## src/rtl/btn_tone_pkg.sv

```systemverilog
// Shared state encoding and width helper for the button tone player.
package btn_tone_pkg;

  typedef enum logic [1:0] {
    IDLE = 2'd0,
    PLAY = 2'd1,
    HOLD = 2'd2
  } state_e;

  // Width needed to index n items; never narrower than one bit.
  function automatic int clog2w(input int n);
    return (n > 1) ? $clog2(n) : 1;
  endfunction

endpackage

```

## src/rtl/btn_tone_player_debouncer.sv

```systemverilog
// One-bit two-flop synchroniser followed by a consecutive-cycle debounce counter.
module debouncer
  import btn_tone_pkg::*;
#(
  parameter int DEBOUNCE_CYCLES = 500000
) (
  input  logic clk,
  input  logic rst,
  input  logic din,
  output logic dout
);

  localparam int CW = clog2w(DEBOUNCE_CYCLES);
  localparam logic [CW-1:0] CNT_LAST = CW'(DEBOUNCE_CYCLES - 1);
  localparam logic [CW-1:0] CNT_ONE  = CW'(1);

  logic          meta_r;
  logic          sync_r;
  logic          level_r;
  logic [CW-1:0] cnt_r;

  // Synchronise, then flip the level only after an unbroken run of mismatches.
  always_ff @(posedge clk) begin
    if (rst) begin
      meta_r  <= 1'b0;
      sync_r  <= 1'b0;
      level_r <= 1'b0;
      cnt_r   <= '0;
    end else begin
      meta_r <= din;
      sync_r <= meta_r;
      if (sync_r != level_r) begin
        if (cnt_r == CNT_LAST) begin
          level_r <= sync_r;
          cnt_r   <= '0;
        end else begin
          cnt_r <= cnt_r + CNT_ONE;
        end
      end else begin
        cnt_r <= '0;
      end
    end
  end

  assign dout = level_r;

endmodule

```

## src/rtl/btn_tone_player.sv

```systemverilog
// Debounced buttons pick a channel; its half-period drives a square wave on
// sound for at least HOLD_CYCLES clocks, extended while the button is held.
module btn_tone_player
  import btn_tone_pkg::*;
#(
  parameter int N_BTNS          = 4,
  parameter int DIV_W           = 16,
  parameter int DEBOUNCE_CYCLES = 500000,
  parameter int HOLD_CYCLES     = 5000000
) (
  input  logic                      clk,
  input  logic                      rst,
  input  logic [N_BTNS-1:0]         btns,
  input  logic [N_BTNS*DIV_W-1:0]   half_periods,
  input  logic                      enable,
  output logic [clog2w(N_BTNS)-1:0] num,
  output logic                      pressed,
  output logic [N_BTNS-1:0]         leds,
  output logic                      sound
);

  localparam int NUM_W = clog2w(N_BTNS);
  localparam int HW    = clog2w(HOLD_CYCLES + 1);

  localparam logic [1:0] ST_IDLE = IDLE;
  localparam logic [1:0] ST_PLAY = PLAY;
  localparam logic [1:0] ST_HOLD = HOLD;

  localparam logic [HW-1:0]     HOLD_MAX = HW'(HOLD_CYCLES);
  localparam logic [HW-1:0]     HOLD_ONE = HW'(1);
  localparam logic [DIV_W-1:0]  HP_ONE   = DIV_W'(1);
  localparam logic [N_BTNS-1:0] LED_ONE  = N_BTNS'(1);

  logic [N_BTNS-1:0] db_s;
  logic [DIV_W-1:0]  hp_arr_s [N_BTNS];
  logic              any_s;
  logic [NUM_W-1:0]  low_idx_s;
  logic [1:0]        state_nxt_s;
  logic              start_s;
  logic              cur_s;
  logic              hold_done_s;
  logic [NUM_W-1:0]  num_nxt_s;
  logic              pressed_nxt_s;
  logic [DIV_W-1:0]  hp_sel_s;

  logic [1:0]        state_r;
  logic [NUM_W-1:0]  num_r;
  logic [DIV_W-1:0]  hp_r;
  logic [DIV_W-1:0]  tone_cnt_r;
  logic [HW-1:0]     hold_cnt_r;
  logic              sound_r;
  logic              pressed_r;
  logic [N_BTNS-1:0] leds_r;

  for (genvar g = 0; g < N_BTNS; g++) begin : g_db
    debouncer #(
      .DEBOUNCE_CYCLES(DEBOUNCE_CYCLES)
    ) u_db (
      .clk (clk),
      .rst (rst),
      .din (btns[g]),
      .dout(db_s[g])
    );
  end

  // Priority encoder (lowest index wins) and per-channel half-period unpacking.
  always_comb begin
    any_s     = |db_s;
    low_idx_s = '0;
    for (int i = N_BTNS - 1; i >= 0; i--) begin
      low_idx_s = db_s[i] ? NUM_W'(i) : low_idx_s;
    end
    for (int i = 0; i < N_BTNS; i++) begin
      hp_arr_s[i] = half_periods[i*DIV_W +: DIV_W];
    end
  end

  assign cur_s       = db_s[num_r];
  assign hold_done_s = (hold_cnt_r >= HOLD_MAX);
  assign hp_sel_s    = hp_arr_s[low_idx_s];

  // Next-state logic; PLAY and HOLD differ only in which way the button moved.
  always_comb begin
    state_nxt_s = ST_IDLE;
    case (state_r)
      ST_IDLE: begin
        if (enable && any_s) begin
          state_nxt_s = ST_PLAY;
        end else begin
          state_nxt_s = ST_IDLE;
        end
      end
      ST_PLAY, ST_HOLD: begin
        if (cur_s) begin
          state_nxt_s = ST_PLAY;
        end else if (hold_done_s) begin
          state_nxt_s = ST_IDLE;
        end else begin
          state_nxt_s = ST_HOLD;
        end
      end
      default: state_nxt_s = ST_IDLE;
    endcase
  end

  assign start_s       = (state_r == ST_IDLE) && (state_nxt_s == ST_PLAY);
  assign num_nxt_s     = start_s ? low_idx_s : num_r;
  assign pressed_nxt_s = (state_nxt_s != ST_IDLE);

  // State, tone and hold counters, and the registered outputs.
  always_ff @(posedge clk) begin
    if (rst) begin
      state_r    <= ST_IDLE;
      num_r      <= '0;
      hp_r       <= '0;
      tone_cnt_r <= '0;
      hold_cnt_r <= '0;
      sound_r    <= 1'b0;
      pressed_r  <= 1'b0;
      leds_r     <= '0;
    end else begin
      state_r   <= state_nxt_s;
      num_r     <= num_nxt_s;
      pressed_r <= pressed_nxt_s;
      leds_r    <= pressed_nxt_s ? (LED_ONE << num_nxt_s) : '0;
      if (start_s) begin
        hp_r       <= (hp_sel_s == '0) ? HP_ONE : hp_sel_s;
        tone_cnt_r <= '0;
        hold_cnt_r <= '0;
        sound_r    <= 1'b0;
      end else if (!pressed_nxt_s) begin
        tone_cnt_r <= '0;
        hold_cnt_r <= '0;
        sound_r    <= 1'b0;
      end else begin
        if (tone_cnt_r == (hp_r - HP_ONE)) begin
          tone_cnt_r <= '0;
          sound_r    <= ~sound_r;
        end else begin
          tone_cnt_r <= tone_cnt_r + HP_ONE;
        end
        if (!hold_done_s) begin
          hold_cnt_r <= hold_cnt_r + HOLD_ONE;
        end else begin
          hold_cnt_r <= hold_cnt_r;
        end
      end
    end
  end

  assign num     = num_r;
  assign pressed = pressed_r;
  assign leds    = leds_r;
  assign sound   = sound_r;

endmodule
```

## config.mk

```make
export PLATFORM = sky130hd
export DESIGN_NAME = btn_tone_player
export DESIGN_NICKNAME = d
export VERILOG_FILES = /design/src/rtl/btn_tone_pkg.sv /design/src/rtl/btn_tone_player_debouncer.sv /design/src/rtl/btn_tone_player.sv
export SDC_FILE = /design/constraint.sdc
export NUM_CORES = 1
export LEC_CHECK = 0
export ABC_AREA = 1
export CAP_MARGIN = 20
export CORE_MARGIN = 4
export CORE_UTILIZATION = 30
export DETAILED_ROUTE_END_ITERATION = 12
export PLACE_DENSITY_LB_ADDON = 0.25
export RECOVER_POWER = 100
export SETUP_SLACK_MARGIN = 0.02
export SLEW_MARGIN = 20
export SYNTH_ARGS = -nofsm -noshare
export SYNTH_HDL_FRONTEND = slang
export SYNTH_SLANG_ARGS = --single-unit
export TNS_END_PERCENT = 5
```

## constraint.sdc

```tcl
create_clock -name clk -period 1.72 [get_ports clk]
set_input_delay 0.258 -clock clk [delete_from_list [all_inputs] [get_ports clk]]
set_output_delay 0.258 -clock clk [all_outputs]
set_load 0.005 [all_outputs]
```

Word level (Yosys, flattened, before mapping) --
Index checks and enable logic that the tools add are counted.
Storage, ports and cells: flip-flop bits (word level) 153, input bits 71, logic and storage cells 87
Cells by class: $add $sub $neg 7, $lt $le $gt $ge 3, eq/ne operators 12, shift-type cells 1, multiplexer cells 15, bitwise gates (word level) 7, reductions and logical operators 18
Operator list (count):
- $add 19x1->19 const B | 4
- $eq 19x19->1 const B | 4
- $mux 16 | 3
- $bmux 16 s2 | 1
- $add 23x1->23 const B | 1
- $ge 23x23->1 const B | 1
- $add 16x1->16 const B | 1
- $eq 16x16->1 | 1
- $logic_not 16->1 | 1
- $sub 16x1->16 const B | 1
- $reduce_or 3->1 | 5
- $mux 2 | 7
- $reduce_and 2->1 | 4
- $reduce_or 4->1 | 2
- $not 1->1 | 6
- $eq 2x1->1 const B | 2
- $ne 1x1->1 | 4
- $pmux 2 s2 | 1
- $reduce_or 2->1 | 2
- $shl 1x2->4 const A | 1
- $ge 3x3->1 const B | 1
- $lt 2x3->1 const B | 1
- $not 2->3 | 1
- $bmux 1 s2 | 1
- other kinds (5) | 7

Longest topological paths before layout --
Gate-level depths: netlist (run 1).
depth after elaboration 10, depth in mapped cells 15, depth with buffers taken out 14

Cells and area by module --
From an unflattened synthesis (run 1), not the netlist that was laid out.
Second synthesis, totals: cell total of the unflattened synthesis 1424, area, all modules 9404.0 µm²
Modules (own cells, without submodules):
- debouncer | instances 4, cells an instance 182, area an instance 1203.7 µm², seq. area each 440.4 µm²
- btn_tone_player | instances 1, cells an instance 696, area an instance 4589.4 µm², seq. area each 1301.2 µm²

Worst setup path before layout (run 1) --
Ideal clock, no wire load.
path kind register to register, start register g_db[2].u_db.cnt_r[0], end register g_db[2].u_db.cnt_r[18], arrival time 1.653 ns, data required time 1.604 ns, setup slack -0.049 ns, stages on the path, launching flop included 13, buffers on the path 0, cells stage by stage dfxtp_1 ha_1 nand2_1 nor2_2 nand3_1 nor2_1 nand2_1 nor2_2 nand2_1 nor2_2 nand2_1 o21ai_1 a21oi_1
On the way: word-level cells in the longest chain between the ends 2, elaborated cells on any way between the ends 3, classes of those cells add/sub: 1; eq/ne: 1; reduce/logical: 1
RTL lines:
- start: declaration | RTL line btn_tone_player_debouncer.sv:20 | logic [CW-1:0] cnt_r;
- start signal: assignment | RTL line btn_tone_player_debouncer.sv:37 | cnt_r <= cnt_r + CNT_ONE;
- branches (longest 2 deep; another with $add 19x1->19)
Several ways; the timed one is not identified. A chain may end at the register's enable or synchronous reset.

Final worst setup path (run 1) --
start register state_r[0], end register hp_r[0]
On the way: word-level cells in the longest chain between the ends 5, elaborated cells on any way between the ends 7, classes of those cells eq/ne: 3; mux: 1; reduce/logical: 3
RTL lines:
- start: declaration | RTL line btn_tone_player.sv:46 | logic [1:0] state_r;
- start signal: assignment | RTL line btn_tone_player.sv:122 | state_r <= state_nxt_s;
- $eq 2x1->1 / $eq 2x2->1 (equally long branches) | RTL line btn_tone_player.sv:85 | case (state_r)
- $reduce_or 2->1 | RTL line btn_tone_player.sv:85
- $pmux 2 s2 | RTL line btn_tone_player.sv:85
- $eq 2x1->1 | RTL line btn_tone_player.sv:106 | assign start_s = (state_r == ST_IDLE) && (state_nxt_s == ST_PLAY);
- $logic_and 1x1->1 * | RTL line btn_tone_player.sv:106
- end signal: assignment | RTL line btn_tone_player.sv:127 | hp_r <= (hp_sel_s == '0) ? HP_ONE : hp_sel_s;
- end: declaration | RTL line btn_tone_player.sv:48 | logic [DIV_W-1:0] hp_r;
Every way passes the cells marked *; elsewhere a longest branch is shown, timed or not.

==> summary.txt, run 1 <==
Outcome
  • Status: finished with violations
  • Failing checks: setup timing

Placed design
  • Buffers on Ports: 78
  • Placed wire-length estimate: 17.0 mm
  • GPL Wtd Cong: 0.807
  • DP Cell Count: 1,851

Yosys
  • Post-Syn Nets: 1,363
  • Library cells used by synthesis: 49
  • Seq/Total Area, Yosys: 35.9%
  • Ys Warns: 0
  • Mapped cell area: 8540 sq um
  • Synthesized area per cell: 6.66 sq um
  • FF+latch count, synth: 153
  • Cells after synthesis: 1,282

Clock network
  • Clock Latency Late Sink: 0.44 ns
  • Number of H-tree levels: 4
  • CTS clock-pin slew for the worst setup and hold paths: 0.06 ns
  • Hold bufs inserted after CTS: 0
  • CTS root buffer: clkbuf_16
  • Longest Clk Path Bufs: 2
  • TritonCTS Buffers: 17
  • Clock sink total: 153
  • TritonCTS clock tree: done

STA
  • Slew headroom: 71.7%
  • Clock Skew: 0.0251 ns
  • Crit share post-route: 102%
  • Max Fclk: 571 MHz
  • RSZ-0062 raised after global routing: yes
  • PnR worst setup slack: -0.0320 ns
  • # setup viols final: 4
  • Post-route setup TNS: -0.0457 ns
  • Fin crit period: 1.75 ns
  • Final hold vios: 0
  • Slew @ Worst Pin: 0.421 ns
  • Max Slew Vio Count: 0

Layout
  • # fillers: 2,907
  • Area Growth Syn to Fin: 39.7%
  • Share of cells above drive strength 1: 23.9%
  • Most frequent cells in the layout: nand2_1 (342), inv_1 (163), buf_4 (138)
  • Finished Layout Cells: 1,900
  • Commonest non-fill, non-tap cell in the layout: nand2_1
  • Nets: 1,591

Pwr
  • Clock Power Share: 49.6%
  • PwrDens: 650 nW/um^2
  • Maximum VDD drop: 545 uV
  • LEAKAGE: 4.87 nW
  • Psw: 1.69 mW
  • Logic gate share of total power: 4.6%
  • P_int: 6.08 mW
  • Net switching fraction of the power: 21.7%
  • Flop pwr share: 45.8%

Die
  • Die H: 177 microns
  • CORE AREA: 27,900 sq um
  • Row cnt: 61
  • # IOs: 79
  • Die W: 177 microns
  • Die ar.: 31,200 sq um
  • Initial Utilization: 30.6%

Routing
  • Antenna viol nets, final: 0
  • DR DRC count: 0
  • Total number of vias: 8,428
  • TritonRoute pass-1 iters: 5
  • Per-cell routed wire length: 11.9 microns
  • Initial DRC Count: 319
  • Final Routed Wirelength: 22.7 mm
  • Via/cell ratio: 4.44

Critical path
  • Worst path top cell family by delay: simple AND/OR/NAND/NOR gates
  • Crit Path Class: register to register
  • Buf+Inv Stages, Crit Path: 3
  • Worst Setup Start Kind: register
  • CP dominant cell by count: nand2_1
  • Worst Path Max Fanout: 17
  • Crit path capture type: register
  • CP peak stage delay: 0.33 ns
  • Crit path DAT: 2.11 ns
  • WP data required: 2.08 ns
  • Critical path cell sequence: inv_1 -> ha_1 -> inv_2 -> o21ai_2 -> nand2_1 -> nor2_4 -> nand2_4 -> buf_12 -> nand2_1 -> nand2_1 -> a21oi_2
  • Critical path's slowest cell: dfxtp_2

GRT
  • Pin count of the biggest net entering global routing: 25
  • Vias in the first global route: 8,161
  • First-pass GRT wire length: 38.1 mm
  • Initial antenna violation count: 1
  • Global route overflow: 0
  • Gr usage total: 14.7%

Min path
  • Hold crit path type: input pin to register

Job
  • Max-cap violation count: 0
## worst reg2reg max path: stages, from the launching register on
cell and delay (ns):
dfxtp_2 0.33, inv_1 0.04, ha_1 0.28, inv_2 0.05, o21ai_2 0.12, nand2_1 0.16, nor2_4 0.14, nand2_4 0.11
buf_12 0.17, nand2_1 0.08, nand2_1 0.07, a21oi_2 0.13
## layout make-up
type / count / area, sq um / share of cell area [%]
tap: 378 / 473 / 3.96
antenna: 1 / 2.50 / 0.0210
clock inverter: 11 / 148 / 1.24
multi-input combinational: 926 / 5050 / 42.3
inverter: 182 / 696 / 5.83
timing repair buffer: 230 / 2040 / 17.1
sequential: 153 / 3090 / 25.9
clock buffer: 19 / 443 / 3.71
## final timing paths
check	from	end	slack, ns	depth (start not counted)
worst max-delay path	state_r[0]$_SDFF_PP0_	hp_r[0]$_SDFFE_PP0N_	-0.03	11
worst min register to register	g_db[3].u_db.meta_r$_SDFF_PP0_	g_db[3].u_db.sync_r$_SDFF_PP0_	0.40	2
worst min-delay path	btns[0]	g_db[0].u_db.meta_r$_SDFF_PP0_	0.36	3
worst max register to register	state_r[0]$_SDFF_PP0_	hp_r[0]$_SDFFE_PP0N_	-0.03	11
## routing by layer
metal	global-route usage [%]	vias to the layer above	wire [microns]
met5	0	-	0
met4	3.68	0	211
met3	3.27	20	1100
met2	25.0	122	10600
met1	19.1	3783	10700
li1	-	4503	-
## timing repair
item	in CTS	in global routing
gates resized for setup	38	109
hold endpoints to repair	0	0
pin swaps	19	40
setup endpoints to repair	97	132
setup buffers	6	10
gates cloned	1	1
## through the flow
step	cell area (sq um)	util, %	total power [mW]	hold WS, ns	worst slack [ns]
after floorplan	8550	-	3.74	0.348	-0.0179
after global placement	10700	38.5	3.99	0.398	-0.216
after detailed placement	10700	38.5	3.98	0.395	-0.205
after CTS	11500	41.3	7.88	0.356	-0.0246
after global routing	11900	42.7	8.09	0.375	-0.170
final	11900	42.7	7.76	0.365	-0.0320
## kinds of logic (layout without fill, tap and decap cells)
| kind of cell | count (synthesis) | in the layout | share of synthesized area [%] |
|---|---|---|---|
| simple gates | 746 | 747 | 39.1 |
| buf+inv | 204 | 442 | 10.0 |
| flops | 153 | 153 | 35.9 |
| fa+ha+maj | 10 | 10 | 1.46 |
| xor+xnor | 57 | 57 | 5.84 |
| compound gates | 112 | 112 | 7.76 |
| other cells | 0 | 1 | 0 |
## sequential cells by signal, summed over array words and instances, names as in the netlist, 4 cells and up
register / cells
leds: 4
g_db.u_db.dout: 4
g_db.u_db.meta_r: 4
tone_cnt_r: 16
hp_r: 16
g_db.u_db.cnt_r: 76
g_db.u_db.sync_r: 4
hold_cnt_r: 23
## synthesized netlist by cell type, drive strengths merged
master,count,area (sq um)
nand2,366,1410
nor2,181,739
inv,180,678
dfxtp,153,3060
nand3,76,413
a21oi,72,428
nor3,55,302
xor2,42,368
o21ai,30,161
nand4,29,196
buf,18,154
xnor2,15,131
nand3b,12,90.1
or2,12,75.1
ha,10,125
nor3b,7,57.6
nor4,7,43.8
clkbuf,4,15.0
o31ai,4,30.0
clkinv,2,8.75
o21a,2,15.0
a211oi,1,7.51
a21boi,1,7.51
a31oi,1,6.26
and3,1,6.26
o211ai,1,7.51
## power groups by stage
stage / clock, mW / sequential [mW] / combinational [mW]
2_1_floorplan: 0 / 3.64 / 0.0997
3_3_place_gp: 0 / 3.64 / 0.347
3_5_place_dp: 0 / 3.64 / 0.346
4_1_cts: 3.97 / 3.56 / 0.351
5_1_grt: 4.14 / 3.56 / 0.391
6_report: 3.85 / 3.56 / 0.354
Note: power is estimated with default switching activity, not from simulation.
==> run 2, diff against run 1 <==
- GPL_TIMING_DRIVEN: not set -> 0
==> run 2 against run 1 <==
Effect of this change: the flow still finishes with violations (setup timing); fmax decreased by 3.3%; sequential power about the same; setup slack got worse by 0.060 ns; core utilization decreased by 2.8 points; register-to-register slack got worse by 0.06 ns; global-route usage decreased by 0.38 points; largest cell class unchanged; largest power group unchanged; highest routed layer unchanged.
==> summary.txt, run 2 (synthesized netlist as in run 1, its figures left out) <==
Job
  • Max-cap violation count: 0 (unchanged)

Critical path
  • CP dominant cell by count: nand2_1 (unchanged)
  • Crit Path Class: register to register (unchanged)
  • Crit path DAT: 2.13 ns (was 2.11 ns)
  • WP data required: 2.04 ns (was 2.08 ns)
  • CP peak stage delay: 0.36 ns (was 0.33 ns)
  • Cells on worst reg2reg path: 12 (was 11)
  • Critical path cell sequence: inv_6 -> ha_4 -> nand2_4 -> nor2_4 -> nand2_1 -> nand2_1 -> nand2_1 -> nor3_4 -> nand3_4 -> nand3_4 -> buf_6 -> nor2_2 (was inv_1 -> ha_1 -> inv_2 -> o21ai_2 -> nand2_1 -> nor2_4 -> nand2_4 -> buf_12 -> nand2_1 -> nand2_1 -> a21oi_2)
  • Worst Path Max Fanout: 5 (was 17)
  • Reg2reg setup slack: -0.09 ns (was -0.03 ns)
  • Worst r2r dst: tone_cnt_r[14]$_SDFF_PP0_ (was hp_r[0]$_SDFFE_PP0N_)
  • Crit path to: tone_cnt_r[14]$_SDFF_PP0_ (was hp_r[0]$_SDFFE_PP0N_)
  • Crit path capture type: register (unchanged)
  • Worst Setup Start Kind: register (unchanged)
  • Critical path's slowest cell: dfxtp_4 (was dfxtp_2)
  • R2R Path Start: hp_r[0]$_SDFFE_PP0N_ (was state_r[0]$_SDFF_PP0_)
  • Crit path from: hp_r[0]$_SDFFE_PP0N_ (was state_r[0]$_SDFF_PP0_)

Layout
  • Most frequent cells in the layout: nand2_1 (337), inv_1 (165), nor2_1 (137) (was nand2_1 (342), inv_1 (163), buf_4 (138))
  • Share of cells above drive strength 1: 18.7% (was 23.9%)
  • Biggest regs: g_db.u_db.cnt_r: 76 flops, hold_cnt_r: 23 flops (unchanged)
  • Number of flip-flops in the largest register: 76 (unchanged)
  • Multi-input gate area: 5030 sq um (was 5050 sq um)
  • Register area: 3120 sq um (was 3090 sq um)
  • Area Growth Syn to Fin: 30.6% (was 39.7%)
  • Most flops, register: g_db.u_db.cnt_r (unchanged)
  • # fillers: 3,012 (was 2,907)
  • Design Area, Final: 11,200 sq um (was 11,900 sq um)
  • Commonest non-fill, non-tap cell in the layout: nand2_1 (unchanged)
  • Nets: 1,495 (was 1,591)

GRT
  • Gr usage total: 14.3% (was 14.7%)
  • First-pass GRT wire length: 37.1 mm (was 38.1 mm)
  • Vias in the first global route: 7,722 (was 8,161)
  • Initial antenna violation count: 1 (unchanged)
  • Global route overflow: 0 (unchanged)
  • Pin count of the biggest net entering global routing: 17 (was 25)

Clock network
  • Clock sink total: 153 (unchanged)
  • Clock Latency Late Sink: 0.43 ns (was 0.44 ns)
  • CTS root buffer: clkbuf_16 (unchanged)
  • TritonCTS clock tree: done (unchanged)
  • Longest Clk Path Bufs: 2 (unchanged)
  • CTS clock-pin slew for the worst setup and hold paths: 0.06 ns (about the same)
  • TritonCTS Buffers: 17 (unchanged)
  • Number of H-tree levels: 4 (unchanged)
  • Hold bufs inserted after CTS: 0 (unchanged)

Pwr
  • Net switching fraction of the power: 22.3% (was 21.7%)
  • Clock Power Share: 48.4% (was 49.6%)
  • Maximum VDD drop: 519 uV (was 545 uV)
  • Flop pwr share: 47.4% (was 45.8%)
  • Logic gate share of total power: 4.2% (was 4.6%)
  • P_int: 5.81 mW (was 6.08 mW)
  • Psw: 1.67 mW (was 1.69 mW)
  • LEAKAGE: 4.44 nW (was 4.87 nW)
  • PwrDens: 671 nW/um^2 (was 650 nW/um^2)

STA
  • Max Fclk: 552 MHz (was 571 MHz)
  • PnR worst setup slack: -0.0916 ns (was -0.0320 ns)
  • Max Slew Vio Count: 0 (unchanged)
  • Final hold vios: 0 (unchanged)
  • RSZ-0062 raised after global routing: yes (unchanged)
  • Fin crit period: 1.81 ns (was 1.75 ns)
  • # setup viols final: 46 (was 4)
  • Slew headroom: 65.6% (was 71.7%)
  • Slew @ Worst Pin: 0.516 ns (was 0.421 ns)
  • Post-route setup TNS: -1.94 ns (was -0.0457 ns)
  • Clock Skew: 0.00922 ns (was 0.0251 ns)
  • Crit share post-route: 105% (was 102%)

Outcome
  • Status: finished with violations (unchanged)
  • Failing checks: setup timing (unchanged)

Routing
  • Met3 wire length: 1.15 mm (was 1.10 mm)
  • DR DRC count: 0 (unchanged)
  • DR top layer: met4 (unchanged)
  • Final Routed Wirelength: 22.4 mm (was 22.7 mm)
  • Total number of vias: 8,142 (was 8,428)
  • Met1 wire length: 10.9 mm (was 10.7 mm)
  • Antenna viol nets, final: 0 (unchanged)
  • Via/cell ratio: 4.51 (was 4.44)
  • Wire length on met2: 10.1 mm (was 10.6 mm)
  • Initial DRC Count: 360 (was 319)
  • Per-cell routed wire length: 12.4 microns (was 11.9 microns)
  • TritonRoute pass-1 iters: 4 (was 5)

Placed design
  • Pre-CTS WS: -0.505 ns (was -0.205 ns)
  • GPL Wtd Cong: 0.835 (was 0.807)
  • Placed wire-length estimate: 16.6 mm (was 17.0 mm)
  • Post-Place Cell Area: 9800 sq um (was 10,700 sq um)
  • Buffers on Ports: 78 (unchanged)

Die
  • Die ar.: 31,200 sq um (unchanged)
  • Die W: 177 microns (unchanged)
  • CORE AREA: 27,900 sq um (unchanged)
  • Initial Utilization: 30.6% (unchanged)
  • # IOs: 79 (unchanged)
  • Row cnt: 61 (unchanged)
  • Die H: 177 microns (unchanged)

Min path
  • Hold crit path type: register to register (was input pin to register)
[run 2: changes by cell type in the layout (fill, tap and decap cells not counted), moves of 6 or more]
cell           delta
nor2_2           -10
nor2_1            +6
buf_4           -103
buf_6             +8
dfxtp_4           +6
dlygate4sd3_1     +6
dfxtp_1           -8
buf_12            -8
[run 2: power by group through the flow]
stage | Sequential [mW] | Combinational, mW | Clock [mW]
3_3_place_gp | 3.64 | 0.306 | 0
2_1_floorplan | 3.64 | 0.0997 | 0
6_report | 3.55 | 0.316 | 3.62
3_5_place_dp | 3.64 | 0.305 | 0
4_1_cts | 3.55 | 0.316 | 3.73
5_1_grt | 3.55 | 0.347 | 3.91
[run 2: worst min-delay path by stage]
stage	startpoint	end	slack [ns]	depth (start not counted)
finish	g_db[0].u_db.meta_r$_SDFF_PP0_	g_db[0].u_db.sync_r$_SDFF_PP0_	0.40	2
global route	g_db[0].u_db.meta_r$_SDFF_PP0_	g_db[0].u_db.sync_r$_SDFF_PP0_	0.42	2
CTS	g_db[0].u_db.meta_r$_SDFF_PP0_	g_db[0].u_db.sync_r$_SDFF_PP0_	0.40	2
detailed placement	g_db[0].u_db.meta_r$_SDFF_PP0_	g_db[0].u_db.sync_r$_SDFF_PP0_	0.39	2
global placement	g_db[3].u_db.meta_r$_SDFF_PP0_	g_db[3].u_db.sync_r$_SDFF_PP0_	0.39	2
floorplan	rst	pressed$_SDFF_PP0_	0.35	1
[run 2: worst max-delay path, delay by kind of cell (launching register included)]
family | cells | cell delay, ns
simple gates | 9 | 0.94
flops | 1 | 0.36
buf+inv | 2 | 0.23
fa+ha+maj | 1 | 0.19
[run 2: metrics by stage]
step | hold WS (ns) | utilization (%) | std cells | power (mW)
2_1_floorplan | 0.348 | - | 1282 | 3.74
4_1_cts | 0.403 | 38.8 | 1792 | 7.60
5_1_grt | 0.417 | 39.9 | 1805 | 7.81
3_3_place_gp | 0.390 | 35.1 | 1738 | 3.95
3_5_place_dp | 0.394 | 35.1 | 1738 | 3.95
6_report | 0.402 | 39.9 | 1806 | 7.49
[run 2: area by class of cell]
type,count,area share [%]
sequential,153,28.0
clock inverter,12,1.02
timing repair buffer,114,9.67
clock buffer,20,4.09
antenna,1,0.0224
buffer,21,1.71
tap,378,4.24
multi-input combinational,925,45.1
inverter,182,6.21
[run 2: timing repair]
item | in CTS | in global routing
endpoints found under the setup margin | 129 | 135
pin swaps | 27 | 33
setup buffers | 21 | 15
resized for setup | 84 | 94
cloned | 1 | 0
[run 2: layer usage]
layer / track usage (%) / vias to the layer above
li1: - / 4310
met1: 19.3 / 3670
met2: 23.6 / 143
met3: 2.73 / 19
met4: 3.77 / 0
met5: 0 / -
